`src/rtl/spi_fword_loader.sv`:
```
// Command decoder between the SPI slave byte interface and the DDS phase
// accumulator: assembles a 32-bit frequency word and an output-enable bit.
module spi_fword_loader #(
  parameter logic [31:0] FWORD_RESET = 32'd3316669189,
  parameter logic [7:0]  CMD_FWORD   = 8'hA1,
  parameter logic [7:0]  CMD_ENABLE  = 8'hA2,
  parameter int unsigned SYNC_STAGES = 2
) (
  input  logic        clk,
  input  logic        rst,
  input  logic        cs,
  input  logic        rxd_flag,
  input  logic [7:0]  rxd_out,
  output logic [31:0] fword,
  output logic        fword_load,
  output logic        out_en,
  output logic [7:0]  status,
  output logic        err
);

  localparam int unsigned SS     = (SYNC_STAGES < 2) ? 2 : SYNC_STAGES;
  localparam int unsigned CNT_W  = 3;
  localparam int unsigned WORD_W = 32;

  typedef enum logic [2:0] {
    IDLE   = 3'd0,
    CMD    = 3'd1,
    DATA   = 3'd2,
    COMMIT = 3'd3,
    EN     = 3'd4,
    DONE   = 3'd5,
    SKIP   = 3'd6
  } state_t;

  logic [SS-1:0]     cs_sync;
  logic [SS-1:0]     flag_sync;
  logic              flag_prev;
  logic              cs_s;
  logic              byte_evt_c;

  state_t            state, state_nx;
  logic [WORD_W-1:0] shift, shift_nx;
  logic [CNT_W-1:0]  cnt, cnt_nx;
  logic [WORD_W-1:0] fword_nx;
  logic              out_en_nx;
  logic              load_nx;
  logic              err_nx;
  logic [7:0]        status_nx;

  // Synchronise chip select and byte strobe into clk; cs idles high.
  always_ff @(posedge clk or negedge rst) begin
    if (!rst) begin
      cs_sync   <= '1;
      flag_sync <= '0;
      flag_prev <= 1'b0;
    end else begin
      cs_sync   <= {cs_sync[SS-2:0], cs};
      flag_sync <= {flag_sync[SS-2:0], rxd_flag};
      flag_prev <= flag_sync[SS-1];
    end
  end

  assign cs_s       = cs_sync[SS-1];
  assign byte_evt_c = flag_sync[SS-1] & ~flag_prev;

  // State and datapath registers.
  always_ff @(posedge clk or negedge rst) begin
    if (!rst) begin
      state      <= IDLE;
      shift      <= '0;
      cnt        <= '0;
      fword      <= FWORD_RESET;
      out_en     <= 1'b0;
      fword_load <= 1'b0;
      err        <= 1'b0;
      status     <= 8'h00;
    end else begin
      state      <= state_nx;
      shift      <= shift_nx;
      cnt        <= cnt_nx;
      fword      <= fword_nx;
      out_en     <= out_en_nx;
      fword_load <= load_nx;
      err        <= err_nx;
      status     <= status_nx;
    end
  end

  // Next-state logic: process the byte first, then apply a frame abort.
  always_comb begin
    state_nx  = state;
    shift_nx  = shift;
    cnt_nx    = cnt;
    fword_nx  = fword;
    out_en_nx = out_en;
    load_nx   = 1'b0;
    err_nx    = 1'b0;
    status_nx = status;

    case (state)
      IDLE: begin
        if (!cs_s) begin
          state_nx = CMD;
          cnt_nx   = '0;
        end
      end
      CMD: begin
        if (byte_evt_c) begin
          if (rxd_out == CMD_FWORD) begin
            state_nx = DATA;
            cnt_nx   = '0;
            shift_nx = '0;
          end else if (rxd_out == CMD_ENABLE) begin
            state_nx = EN;
          end else begin
            state_nx = SKIP;
            err_nx   = 1'b1;
          end
        end
      end
      DATA: begin
        if (byte_evt_c) begin
          shift_nx = {shift[WORD_W-9:0], rxd_out};
          cnt_nx   = CNT_W'(cnt + CNT_W'(1));
          if (cnt == CNT_W'(3)) state_nx = COMMIT;
        end
      end
      COMMIT: begin
        fword_nx = shift;
        load_nx  = 1'b1;
        state_nx = DONE;
      end
      EN: begin
        if (byte_evt_c) begin
          out_en_nx = rxd_out[0];
          state_nx  = DONE;
        end
      end
      DONE, SKIP: begin
        if (cs_s) state_nx = IDLE;
      end
      default: state_nx = IDLE;
    endcase

    if (byte_evt_c) status_nx = {3'(state_nx), cnt_nx, out_en_nx, 1'b1};

    // cs rising while a command is still incomplete discards the frame.
    if (cs_s && (state_nx == CMD || state_nx == DATA || state_nx == EN)) begin
      state_nx = IDLE;
      err_nx   = 1'b1;
      shift_nx = '0;
      cnt_nx   = '0;
    end
  end

endmodule

```
`config.mk`:
```
export PLATFORM = sky130hd
export DESIGN_NAME = spi_fword_loader
export DESIGN_NICKNAME = d
export VERILOG_FILES = /design/src/rtl/spi_fword_loader.sv
export SDC_FILE = /design/constraint.sdc
export NUM_CORES = 1
export LEC_CHECK = 0
export CAP_MARGIN = 20
export CORE_ASPECT_RATIO = 0.9
export CORE_MARGIN = 4
export CORE_UTILIZATION = 50
export DETAILED_ROUTE_END_ITERATION = 12
export PLACE_DENSITY_LB_ADDON = 0.1
export SETUP_SLACK_MARGIN = 0.5
export SLEW_MARGIN = 40
export SYNTH_ARGS = -nofsm -noshare
export SYNTH_HDL_FRONTEND = slang
export SYNTH_SLANG_ARGS = --single-unit
```
`constraint.sdc`:
```
create_clock -name clk -period 4.1 [get_ports clk]
set_clock_uncertainty 0.05 [all_clocks]
set_input_delay 1.23 -clock clk [delete_from_list [all_inputs] [get_ports clk]]
set_output_delay 1.23 -clock clk [all_outputs]
set_load 0.01 [all_outputs]
```
# Word-level counts from Yosys, hierarchy flattened
# Index checks and enable logic that the tools add are counted.
[op_classes]
div = 0
eq_ne = 15
magnitude_cmp = 0
shifts = 0
bitwise = 2
n_reduce_logical = 7
n_mul = 0
mux = 29
addsub = 1
[ops]
columns = ["operator", "count"]
rows = [
  ["$mux W32", 4],
  ["$pmux W32 S2", 1],
  ["$mux W3", 13],
  ["$pmux W3 S6", 1],
  ["$eq A8 B8 Y1 const B", 2],
  ["$eq A3 B2 Y1 const B", 4],
  ["$eq A3 B3 Y1 const B", 4],
  ["$ne A3 B3 Y1 const B", 3],
  ["$pmux W3 S3", 1],
  ["$mux W1", 8],
  ["$eq A3 B1 Y1 const B", 2],
  ["$reduce_and A4 Y1", 1],
  ["$add A3 B1 Y3 const B", 1],
  ["$logic_not A3 Y1", 1],
  ["$reduce_bool A3 Y1", 1],
  ["$logic_or A1 B1 Y1", 2],
  ["$mux W2", 1],
  ["$reduce_or A2 Y1", 1],
  ["$and A1 B1 Y1", 1],
  ["$logic_and A1 B1 Y1", 1],
  ["$not A1 Y1", 1],
]
[word_totals]
romBits = 0
regBits = 86
out_inout_bits = 43
in_bits = 12
n_memories = 0
ram_bits = 0
latch_bits = 0
word_cells = 65

# Logic depth before layout (Yosys ltp)
# Gate-level depths: netlist of the first run.
[depth]
depth_word = 11
depth_mapped = 9
ltp_nobuf = 7

# Worst setup path after synthesis of the first run
# No wires, ideal clock.
[synth_timing]
kind = "input to register"
startpoint = "input port rxd_out[3]"
endpoint = "register shift[29]"
required_time_ps = 3928
setup_ps = 122
setup_slack_ps = 1142
path_buffers = 2
arrival_ps = 2786
path_stages = 7
path_cell_list = "or4b_2 -> nor2_1 -> o211a_4 -> o2111a_1 -> buf_6 -> buf_6 -> nor3_2"
[synth_via]
elab_chain_len = 11
word_cells_on_any_way = 18
cone_classes = "8 x eq/ne; 5 x mux; 5 x reduce/logical"
[synth_rtl]
columns = ["item", "line_no", "rtl"]
rows = [
  ["start: declaration", "13", "input logic [7:0] rxd_out,"],
  ["$eq A8 B8 Y1", "113", "end else if (rxd_out == CMD_ENABLE) begin"],
  ["$mux W2", "113", ""],
  ["$mux W3", "109", "if (rxd_out == CMD_FWORD) begin"],
  ["$mux W3", "108", "if (byte_evt_c) begin"],
  ["$pmux W3 S6", "100", "case (state)"],
  ["$eq A3 B1 Y1 / $eq A3 B2 Y1 (equally long branches)", "148", "if (cs_s && (state_nx == CMD || state_nx == DATA || state_nx == EN)) begin"],
  ["$logic_or A1 B1 Y1 (2 in a row)", "148", ""],
  ["$logic_and A1 B1 Y1", "148", ""],
  ["$ne A3 B3 Y1 (no line) / $reduce_bool A3 Y1 (equally long branches)", "-", ""],
  ["$reduce_and A4 Y1 (no line)", "-", ""],
  ["end signal: assignment", "79", "shift <= shift_nx;"],
  ["end: declaration", "42", "logic [WORD_W-1:0] shift, shift_nx;"],
]
# Parallel ways exist; a longest one is shown, timed or not.
# A chain may end at the register's enable or synchronous reset.

# Final worst setup path of the first run
[layout_timing]
startpoint = "input port rxd_out[0]"
endpoint = "register shift[2]"
# The elaborated chain is that of the path after synthesis.

==> impl_results.md, run 1 <==
* Status: finished, final reports clean
* Final hold vios at 0
* Worst-path clk slew at 0.08 ns
* Vias in the first global route at 2755
* GR Util met2 at 28.1%
* Die Y at 90.6 um
* Synth async-reset ratio at 100%
* Setup tns final at 0 ns
* Number of buffers created by CTS at 9
* GR peak layer: met1
* XOR/XNOR share of the synthesized area at 0.231%
* Total grt overflow at 0
* I/O pin cnt at 55
* CP Max Fanout at 36
* Post-CTS setup buffer count at 0
* Rows at 29
* Port Buffers at 54
* Post-CTS Hold Buffers at 0
* Share of the synthesized area in the top cell type at 46.2%
* DRC viols at 0
* Routed vias/inst at 5.49
* Synth top area cells: dfrtp_1 46%, dfstp_2 11%, nand2_1 10%
* Placed Instances at 476
* Share of layout cells above drive strength 1 at 19.0%
* Met1 Use GR at 29.2%
* Final GP Congestion at 0.803
* Top_reg_cell synth: dfrtp_1
* # setup viols final at 0
* Area leader, netlist: dfrtp_1
* Power per standard cell area at 437 mW/mm^2
* Worst EP required at 4.27 ns
* Die area at 0.00905 mm^2
* Worst slew pin tran at 0.783 ns
* Drt wl/cell at 16.3 um
* Adder-cell share of the synthesized area at 0.660%
* Clock sink total at 86
* Synthesized area per cell at 10.9 um^2
* Top-count cell post-synth: nand2_1
* Die W at 99.8 um
* Layout Utilization at 62.8%
* M3 GR Usage at 4.71%
* Clock Tree Root: clkbuf_8
* RSZ-0062 raised after global routing: false
* Worst setup path start: rxd_out[0]
* Initial Util at 52.5%
* First-pass GRT wire length at 14000 um
* Maxcap violations at 0
* Crit path launch type: primary input
* Worst hold path class: register to register
* Most frequent cells after synthesis: 101 x nand2_1, 70 x dfrtp_1, 33 x a22oi_1, 21 x nor3_2, 17 x nor3_1
* Largest family of logic cells by synthesized area: simple AND/OR/NAND/NOR gates
* Rel. slew slack at 47.7%
* Max clock buf depth at 2
* WS Path Type: primary input to register
* Final HPWL DP at 5240 um
* Antenna-violating nets left at 0
* 1st-iter DRT viols at 220
* Slew Viols, Final at 0
* Multiplexer area fraction after synthesis at 0.858%
* Syn_nets at 362
* Post-synth EDFFs at 0
* Total track usage at 19.6%
* Non-filler cells, final at 492
* Ant. Diodes at 0
* Largest net degree at the start of global routing at 87
* Nets at 408
* Initial antenna violation count at 0
* Post-CTS resize count at 0
* CTS tree: built
* Hold path start: flag_sync[0]
* Complex-gate fraction of the synthesized area at 11.7%
* Fmax at 295 MHz
* Core Box Area at 0.00722 mm^2
* P&R area growth vs syn at 19.6%
* Yosys cell types at 50
* WP data arrival at 3.56 ns
* RR Startpoint: state[0]
* Leakage at 2.06 nW
* Synth Cell Area at 0.00379 mm^2
* Sequential element share of the synthesized area at 57.3%
* CP Capture Type: register
* Final Cycle Share at 82.8%
* Vias at 2703
* Simple-gate area share of the yosys netlist at 23.8%
* H-tree depth at 3
* Synth Warn # at 0
* Pre-antenna DRT Iters at 4
* Fill cells at 634
* Worst VDD drop at 0.396 mV
* Yosys reg bits at 86
* Worst skew pair latency at 0.36 ns
* Min Tclk post-route at 3.39 ns
* Syn Inst Count at 348
* Total wire length at 8030 um
registers in the layout, summed over array words and instances (netlist names):
register and flops:
state 3, shift 32, flag_sync 2, out_en 1, status 8, cs_sync 2, fword 32, flag_prev 1
fword_load 1, cnt 3, err 1
path summary, 6_finish.rpt:
kind,cells past startpoint,to,slack [ns]
setup / recovery,7,shift[2],0.71
hold / removal,0,flag_sync[1],0.31
setup reg to reg,6,cnt[1],1.53
hold reg to reg,0,flag_sync[1],0.31
max in group asynchronous,1,out_en,2.68
min in group asynchronous,1,status[0],0.84
logic make-up (layout without fill, tap and decap cells):
logic type               Yosys count  count (layout)
XOR/XNOR                           1               1
AO/OA/AOI/OAI                     62              62
multiplexers                       3               3
adder cells (fa/ha/maj)            2               2
buffers and inverters             28              79
flip-flops                        86              86
AND/OR/NAND/NOR                  166             166
through the flow:
stage          setup WS [ns]  hold slack, ns  power, W  instance area [um^2]
4_1_cts                0.724           0.311   0.00200                  4540
3_3_place_gp           0.430           0.285   0.00139                  4330
6_report               0.707           0.306   0.00198                  4540
5_1_grt                0.587           0.327   0.00209                  4540
2_1_floorplan           1.14           0.281   0.00125                  3790
3_5_place_dp           0.343           0.291   0.00139                  4330
report_power, final:
part	internal [W]	total, W	switching, W
registers	0.000905	0.000968	0.0000630
logic	0.000178	0.000409	0.000231
clock network	0.000301	0.000605	0.000304
worst max-delay path: stages:
cell	delay [ns]
clkdlybuf4s50_1	0.60
or4b_2	0.65
nor2_1	0.25
o211a_4	0.25
o2111a_1	0.25
buf_12	0.23
nor3_1	0.08
final cells by class:
type	count	area [um^2]	area share, %
Clock inverter	6	67.6	1.49
Inverter	4	15.0	0.331
Clock buffer	10	138	3.03
Sequential cell	86	2170	47.9
Tap cell	93	116	2.56
Timing Repair Buffer	59	607	13.4
Multi-Input combinational cell	234	1420	31.3
placed cells by master (no fill, tap or decap), types with 2 or more instances in the layout:
master / instances
a22oi_1: 33
ha_1: 2
inv_6: 2
a31oi_1: 4
clkdlybuf4s50_1: 53
buf_4: 3
nor2_1: 6
nor3_1: 17
nand2b_4: 3
o21ai_0: 6
nand2_1: 101
clkinvlp_4: 2
dfstp_2: 16
inv_1: 3
buf_12: 2
a21oi_1: 9
dfrtp_1: 70
nor4_1: 2
clkbuf_8: 11
nor3_2: 20
mux2_2: 2
layer usage:
| layer | part of all wire [%] | wire length (um) | vias to the layer above |
|---|---|---|---|
| met2 | 46 | 3730 | 75 |
| met3 | 4.8 | 387 | 4 |
| met4 | 0.50 | 40 | 0 |
| met5 | 0 | 0 | - |
| li1 | - | - | 1311 |
| met1 | 48 | 3870 | 1313 |
(Power assumes the default switching activity.)
==> run 2, diff against run 1 <==
==> constraint.sdc (replaced) <==
create_clock -name clk -period 3.16 [get_ports clk]
set_clock_uncertainty 0.05 [all_clocks]
set_input_delay 0.948 -clock clk [delete_from_list [all_inputs] [get_ports clk]]
set_output_delay 0.948 -clock clk [all_outputs]
set_load 0.01 [all_outputs]
==> run 2 against run 1 <==
  * Total power up 33%
  * Worst setup slack got worse by 0.090 ns
  * Design area is 8.1% higher
  * Via count grew 7.8%
  * Wire length is 9.3% higher
  * Die area stayed put
  * Worst hold slack better by 0.0029 ns
  * Largest cell class unchanged
==> impl_results.md, run 2 (same netlist as run 1, synthesis figures left out) <==
* Fill cells at 556 (-12%)
* Total track usage at 19.9% (+0.28 points)
* Worst slew pin tran at 0.630 ns (-0.152 ns)
* DP Worst Slack at -0.0486 ns (-0.392 ns)
* Initial antenna violation count at 0 (unchanged)
* CTS tree: built
* Final hold vios at 0 (unchanged)
* Initial Util at 52.5% (unchanged)
* Worst hold path class: register to register
* I/O pin cnt at 55 (unchanged)
* H-tree depth at 3 (unchanged)
* WS Path Type: primary input to register
* WHS at 0.309 ns (+0.00292 ns)
* Biggest regs: fword x32, shift x32, status x8
* Total wire length at 8770 um (+9.3%)
* Cell-internal power at 0.00180 W (+30%)
* Worst EP required at 3.38 ns (-0.89 ns)
* Post-CTS Hold Buffers at 0 (unchanged)
* Antenna-violating nets left at 0 (unchanged)
* Drt wl/cell at 16.9 um (+3.6%)
* Total grt overflow at 0 (unchanged)
* CP Capture Type: register
* Clock power frac at 27.1% (-3.4 points)
* P&R area growth vs syn at 29.3%
* Largest net degree at the start of global routing at 50 (-43%)
* Fmax at 393 MHz
* Most frequent cells in the layout: 101 x nand2_1, 70 x dfrtp_1, 45 x clkdlybuf4s50_1
* Min Tclk post-route at 2.54 ns
* Total Power at 0.00263 W (+33%)
* Worst-path clk slew at 0.09 ns (about the same)
* # setup viols final at 0 (unchanged)
* Die Y at 90.6 um (unchanged)
* Rel. slew slack at 58.0% (+10 points)
* Routed vias/inst at 5.62 (+2.2%)
* Rows at 29 (unchanged)
* 1st-iter DRT viols at 271 (+23%)
* Status: finished, final reports clean
* Worst skew pair latency at 0.36 ns (about the same)
* Worst VDD drop at 0.426 mV (+7.4%)
* Number of buffers created by CTS at 9 (unchanged)
* CP Max Fanout at 5 (-86%)
* Maxcap violations at 0 (unchanged)
* Leakage at 2.32 nW (+13%)
* First-pass GRT wire length at 14300 um (+1.7%)
* Final GP Congestion at 0.838 (+4.4%)
* Gate power share at 25.1% (+4.5 points)
* Sequential power share at 47.8% (-1.1 points)
* Pre-antenna DRT Iters at 4 (unchanged)
* Ant. Diodes at 0 (unchanged)
* Switching share of power at 31.8% (+1.6 points)
* DRC viols at 0 (unchanged)
* Nets at 435 (+6.6%)
* Clock sink total at 86 (unchanged)
* RSZ-0062 raised after global routing: false
* Core Box Area at 0.00722 mm^2 (unchanged)
* Vias at 2915 (+7.8%)
* Max clock buf depth at 2 (unchanged)
* Port Buffers at 54 (unchanged)
* Final WS setup at 0.616 ns (-0.0905 ns)
* Final Cycle Share at 80.5%
* Final HPWL DP at 5640 um (+7.6%)
* Die area at 0.00905 mm^2 (unchanged)
* Slew Viols, Final at 0 (unchanged)
* Clock Tree Root: clkbuf_8
* Share of layout cells above drive strength 1 at 27.7% (+8.7 points)
* Psw at 0.000836 W (+40%)
* Die W at 99.8 um (unchanged)
* Crit path launch type: primary input
* Power per standard cell area at 536 mW/mm^2 (+23%)
* Vias in the first global route at 2813 (+2.1%)
* WP data arrival at 2.76 ns (-0.80 ns)
* Most common cell after layout, fill and taps aside: nand2_1
-- run 2: path summary, 6_finish.rpt --
path / start / endpoint / slack [ns] / cells past startpoint
max in group asynchronous: rst / fword[20] / 1.81 / 2
max reg2reg: state[1] / shift[9] / 0.74 / 8
max: rxd_out[4] / shift[9] / 0.62 / 9
min reg2reg: flag_sync[0] / flag_sync[1] / 0.31 / 0
min: flag_sync[0] / flag_sync[1] / 0.31 / 0
min in group asynchronous: rst / fword[6] / 0.54 / 1
-- run 2: final cells by class --
type / instances / area [um^2] / area share (%)
Tap cell: 93 / 116 / 2.37
Timing Repair Buffer: 86 / 901 / 18.4
Clock buffer: 10 / 138 / 2.81
Clock inverter: 6 / 45.0 / 0.918
Sequential cell: 86 / 2170 / 44.3
Inverter: 4 / 15.0 / 0.306
Multi-Input combinational cell: 234 / 1520 / 31.0
-- run 2: metrics by stage --
| step | instances | utilization, % | cell area, um^2 | TNS (ns) |
|---|---|---|---|---|
| after detailed placement | 496 | 62.0 | 4480 | -0.856 |
| final | 519 | 67.9 | 4910 | 0 |
| after floorplan | 348 | - | 3800 | 0 |
| after global routing | 519 | 67.9 | 4910 | 0 |
| after CTS | 512 | 65.2 | 4710 | 0 |
| after global placement | 496 | 62.0 | 4480 | -0.104 |
-- run 2: what timing repair did --
item,4_1_cts,5_1_grt
pin swaps,4,5
setup endpoints to repair,38,38
resized for setup,11,28
setup buffers,0,4
cloned,0,3
-- run 2: power groups by stage --
stage               registers [W]  logic (W)  clock network [W]
global route              0.00127   0.000704           0.000788
CTS                       0.00125   0.000595           0.000735
detailed placement        0.00128   0.000574                  0
global placement          0.00127   0.000568                  0
finish                    0.00126   0.000661           0.000714
floorplan                 0.00126   0.000372                  0
-- run 2: critical path, cell delays in order --
cell            delay (ns)
dlymetal6s2s_1        0.13
buf_4                 0.14
nor4bb_4              0.31
nand4b_1              0.19
buf_4                 0.18
a21o_1                0.16
o2111a_2              0.32
buf_4                 0.18
nor3_1                0.19
-- run 2: layer usage --
| layer | vias to the layer above | GRT usage (%) | share of wire (%) |
|---|---|---|---|
| met3 | 9 | 4.56 | 5.3 |
| met4 | 0 | 7.39 | 1.3 |
| li1 | 1362 | - | - |
| met2 | 75 | 28.2 | 47 |
| met5 | - | 0 | 0 |
| met1 | 1469 | 29.6 | 46 |
==> run 3, diff against run 2 <==
--- a/config.mk
+++ b/config.mk
@@ -8,7 +8,7 @@
 export CAP_MARGIN = 20
 export CORE_ASPECT_RATIO = 0.9
 export CORE_MARGIN = 4
-export CORE_UTILIZATION = 50
+export CORE_UTILIZATION = 49
 export DETAILED_ROUTE_END_ITERATION = 12
 export PLACE_DENSITY_LB_ADDON = 0.1
 export SETUP_SLACK_MARGIN = 0.5
==> constraint.sdc (replaced) <==
create_clock -name clk -period 2.1 [get_ports clk]
set_clock_uncertainty 0.05 [all_clocks]
set_input_delay 0.63 -clock clk [delete_from_list [all_inputs] [get_ports clk]]
set_output_delay 0.63 -clock clk [all_outputs]
set_load 0.01 [all_outputs]
==> run 3 against run 2 <==
  * First-iteration DRC count up 0.37%
  * Sequential share of layout area down 4.0 points
  * Largest cell class unchanged
  * Global-route usage up 2.1 points
  * Combinational power up 110%
  * Critical endpoint is now cnt[0]
  * Die area up 1.9%
  * Largest power group unchanged
  * Sequential power up 47%
  * The flow now finishes with violations (negative setup slack)
  * Clock power up 43%
  * Register-to-register slack worse by 0.79 ns
  * Via count up 6.8%
  * Worst hold slack worse by 0.13 ns
==> impl_results.md, run 3 (same netlist as run 1, synthesis figures left out) <==
* CP Max Fanout at 8 (+3)
* DRC viols at 0 (unchanged)
* Final GP Congestion at 0.868 (+3.7%)
* Fill cells at 539 (-3.1%)
* RR Startpoint: flag_prev
* Switching share of power at 32.8% (+1.0 points)
* Nets at 478 (+9.9%)
* Status: finished with violations
* Total wire length at 10400 um (+18%)
* WP depth at 8 (-1)
* Crit path launch type: register
* Final Cycle Share at 103%
* Leakage at 2.59 nW (+12%)
* Initial Util at 50.3% (-2.3 points)
* Worst hold path class: primary input to async pin
* Fmax at 464 MHz
* WP data arrival at 2.35 ns (-0.41 ns)
* Drt wl/cell at 18.3 um (+8.5%)
* P&R area growth vs syn at 42.3%
* 1st-iter DRT viols at 272 (+0.37%)
* FF+latch area at 0.00217 mm^2 (+0.12%)
* Total Power at 0.00424 W (+61%)
* CP Capture Type: register
* Largest net degree at the start of global routing at 53 (+6.0%)
* Rows at 30 (+3.4%)
* Initial antenna violation count at 0 (unchanged)
* I/O pin cnt at 55 (unchanged)
* Worst slew pin tran at 0.455 ns (-0.176 ns)
* Setup tns final at -0.984 ns (-0.984 ns)
* Die W at 101 um (+0.94%)
* Clock power frac at 24.2% (-2.9 points)
* Max clock buf depth at 2 (unchanged)
* Placed cell area at 0.00465 mm^2 (+3.9%)
* Post-route cell area at 0.00540 mm^2 (+10%)
* Ant. Diodes at 0 (unchanged)
* Final HPWL DP at 5890 um (+4.5%)
* # setup viols final at 36 (+36)
* Number of buffers created by CTS at 9 (unchanged)
* Clock sink total at 86 (unchanged)
* Antenna-violating nets left at 0 (unchanged)
* Most common cell after layout, fill and taps aside: nand2_1
* RSZ-0062 raised after global routing: true
* WS Path Type: register to register
* Multi-input logic area at 0.00168 mm^2 (+11%)
* Vias in the first global route at 3023 (+7.5%)
* Slew Viols, Final at 0 (unchanged)
* H-tree depth at 3 (unchanged)
* CP Cell Sequence: nand2b_4 > or3_4 > o211a_4 > buf_12 > nor4b_4 > buf_4 > buf_8 > nor3_2
* Clock Tree Root: clkbuf_8
* Pre-antenna DRT Iters at 7 (+3)
* Final WS setup at -0.0534 ns (-0.669 ns)
* Cell-internal power at 0.00285 W (+58%)
* Die Y at 91.5 um (+0.93%)
* CTS tree: built
* Worst-path clk slew at 0.08 ns (about the same)
* Number of buffers and inverters on the critical path at 3 (-1)
* Min Tclk post-route at 2.15 ns
* Rel. slew slack at 69.4% (+11 points)
* Worst EP required at 2.29 ns (-1.09 ns)
* Power per standard cell area at 784 mW/mm^2 (+46%)
* Vias at 3114 (+6.8%)
* Total grt overflow at 0 (unchanged)
* Total track usage at 22.0% (+2.1 points)
* Cell family with most CP delay: simple AND/OR/NAND/NOR gates
* First-pass GRT wire length at 15800 um (+11%)
* Die area at 0.00922 mm^2 (+1.9%)
* Most frequent cells in the layout: 101 x nand2_1, 68 x dfrtp_1, 47 x buf_4
* Routed vias/inst at 5.51 (-1.9%)
* Share of layout cells above drive strength 1 at 49.7% (+22 points)
* Final hold vios at 0 (unchanged)
* Worst skew pair latency at 0.37 ns (about the same)
* CP peak stage delay at 0.38 ns (+0.06 ns)
* Failing checks: negative setup slack
* Maxcap violations at 0 (unchanged)
* WHS at 0.177 ns (-0.132 ns)
* Port Buffers at 54 (unchanged)
* Worst R2R Path Depth at 8 (unchanged)
* Worst R2R End: cnt[0]
* Worst VDD drop at 0.496 mV (+17%)
* Gate power share at 32.1% (+7.0 points)
* Flop2flop setup slack at -0.05 ns (-0.79 ns)
* Biggest regs: fword x32, shift x32, status x8
* CP max-delay cell: dfrtp_1
* Sequential power share at 43.8% (-4.0 points)
* Psw at 0.00139 W (+66%)
* Layout Utilization at 71.6% (+3.6 points)
* Core Box Area at 0.00754 mm^2 (+4.5%)
-- run 3: layout make-up --
class	instances	share of cell area, %
timing repair buffer	129	23.0
inverter	4	0.278
sequential	86	40.3
clock inverter	6	0.718
multi-input combinational	234	31.2
tap	96	2.22
clock buffer	10	2.36
-- run 3: what timing repair did --
action                     CTS  global route
gates cloned                 4             2
buffers inserted            18            15
pin swaps                   13            35
resized for setup          260            44
setup endpoints to repair  122            97
hold buffers                 0             0
-- run 3: how the worst max path moves through the flow --
| stage | start | end | slack (ns) |
|---|---|---|---|
| after floorplan | rxd_out[1] | shift[29] | -0.07 |
| after global placement | rxd_out[7] | status[4] | -0.66 |
| after detailed placement | rxd_out[7] | status[4] | -0.70 |
| after CTS | state[1] | err | 0.03 |
| after global routing | cnt[1] | cnt[0] | -0.11 |
| final | flag_prev | cnt[0] | -0.05 |
-- run 3: worst register-to-register path, cell delays in order, from the launching register on --
cell and delay (ns):
dfrtp_1 0.38, nand2b_4 0.14, or3_4 0.38, o211a_4 0.25, buf_12 0.13, nor4b_4 0.30
buf_4 0.21, buf_8 0.15, nor3_2 0.04
-- run 3: per-stage QoR --
stage,setup WS [ns],cells
2_1_floorplan,-0.0671,348
3_3_place_gp,-0.656,510
3_5_place_dp,-0.696,510
4_1_cts,0.0257,548
5_1_grt,-0.107,565
6_report,-0.0534,565
-- run 3: power by group through the flow --
| stage | logic (W) | registers [W] | clock network, W |
|---|---|---|---|
| after floorplan | 0.000588 | 0.00189 | 0 |
| after global placement | 0.000981 | 0.00188 | 0 |
| after detailed placement | 0.000994 | 0.00188 | 0 |
| after CTS | 0.00114 | 0.00185 | 0.00105 |
| after global routing | 0.00144 | 0.00187 | 0.00113 |
| final | 0.00136 | 0.00185 | 0.00102 |
-- run 3: layer usage --
metal	global-route usage, %	vias to the layer above	wire length [um]
met3	6.07	12	590
met1	31.7	1574	4460
li1	-	1438	-
met2	33.2	90	5210
met4	4.60	0	95
met5	0	-	0
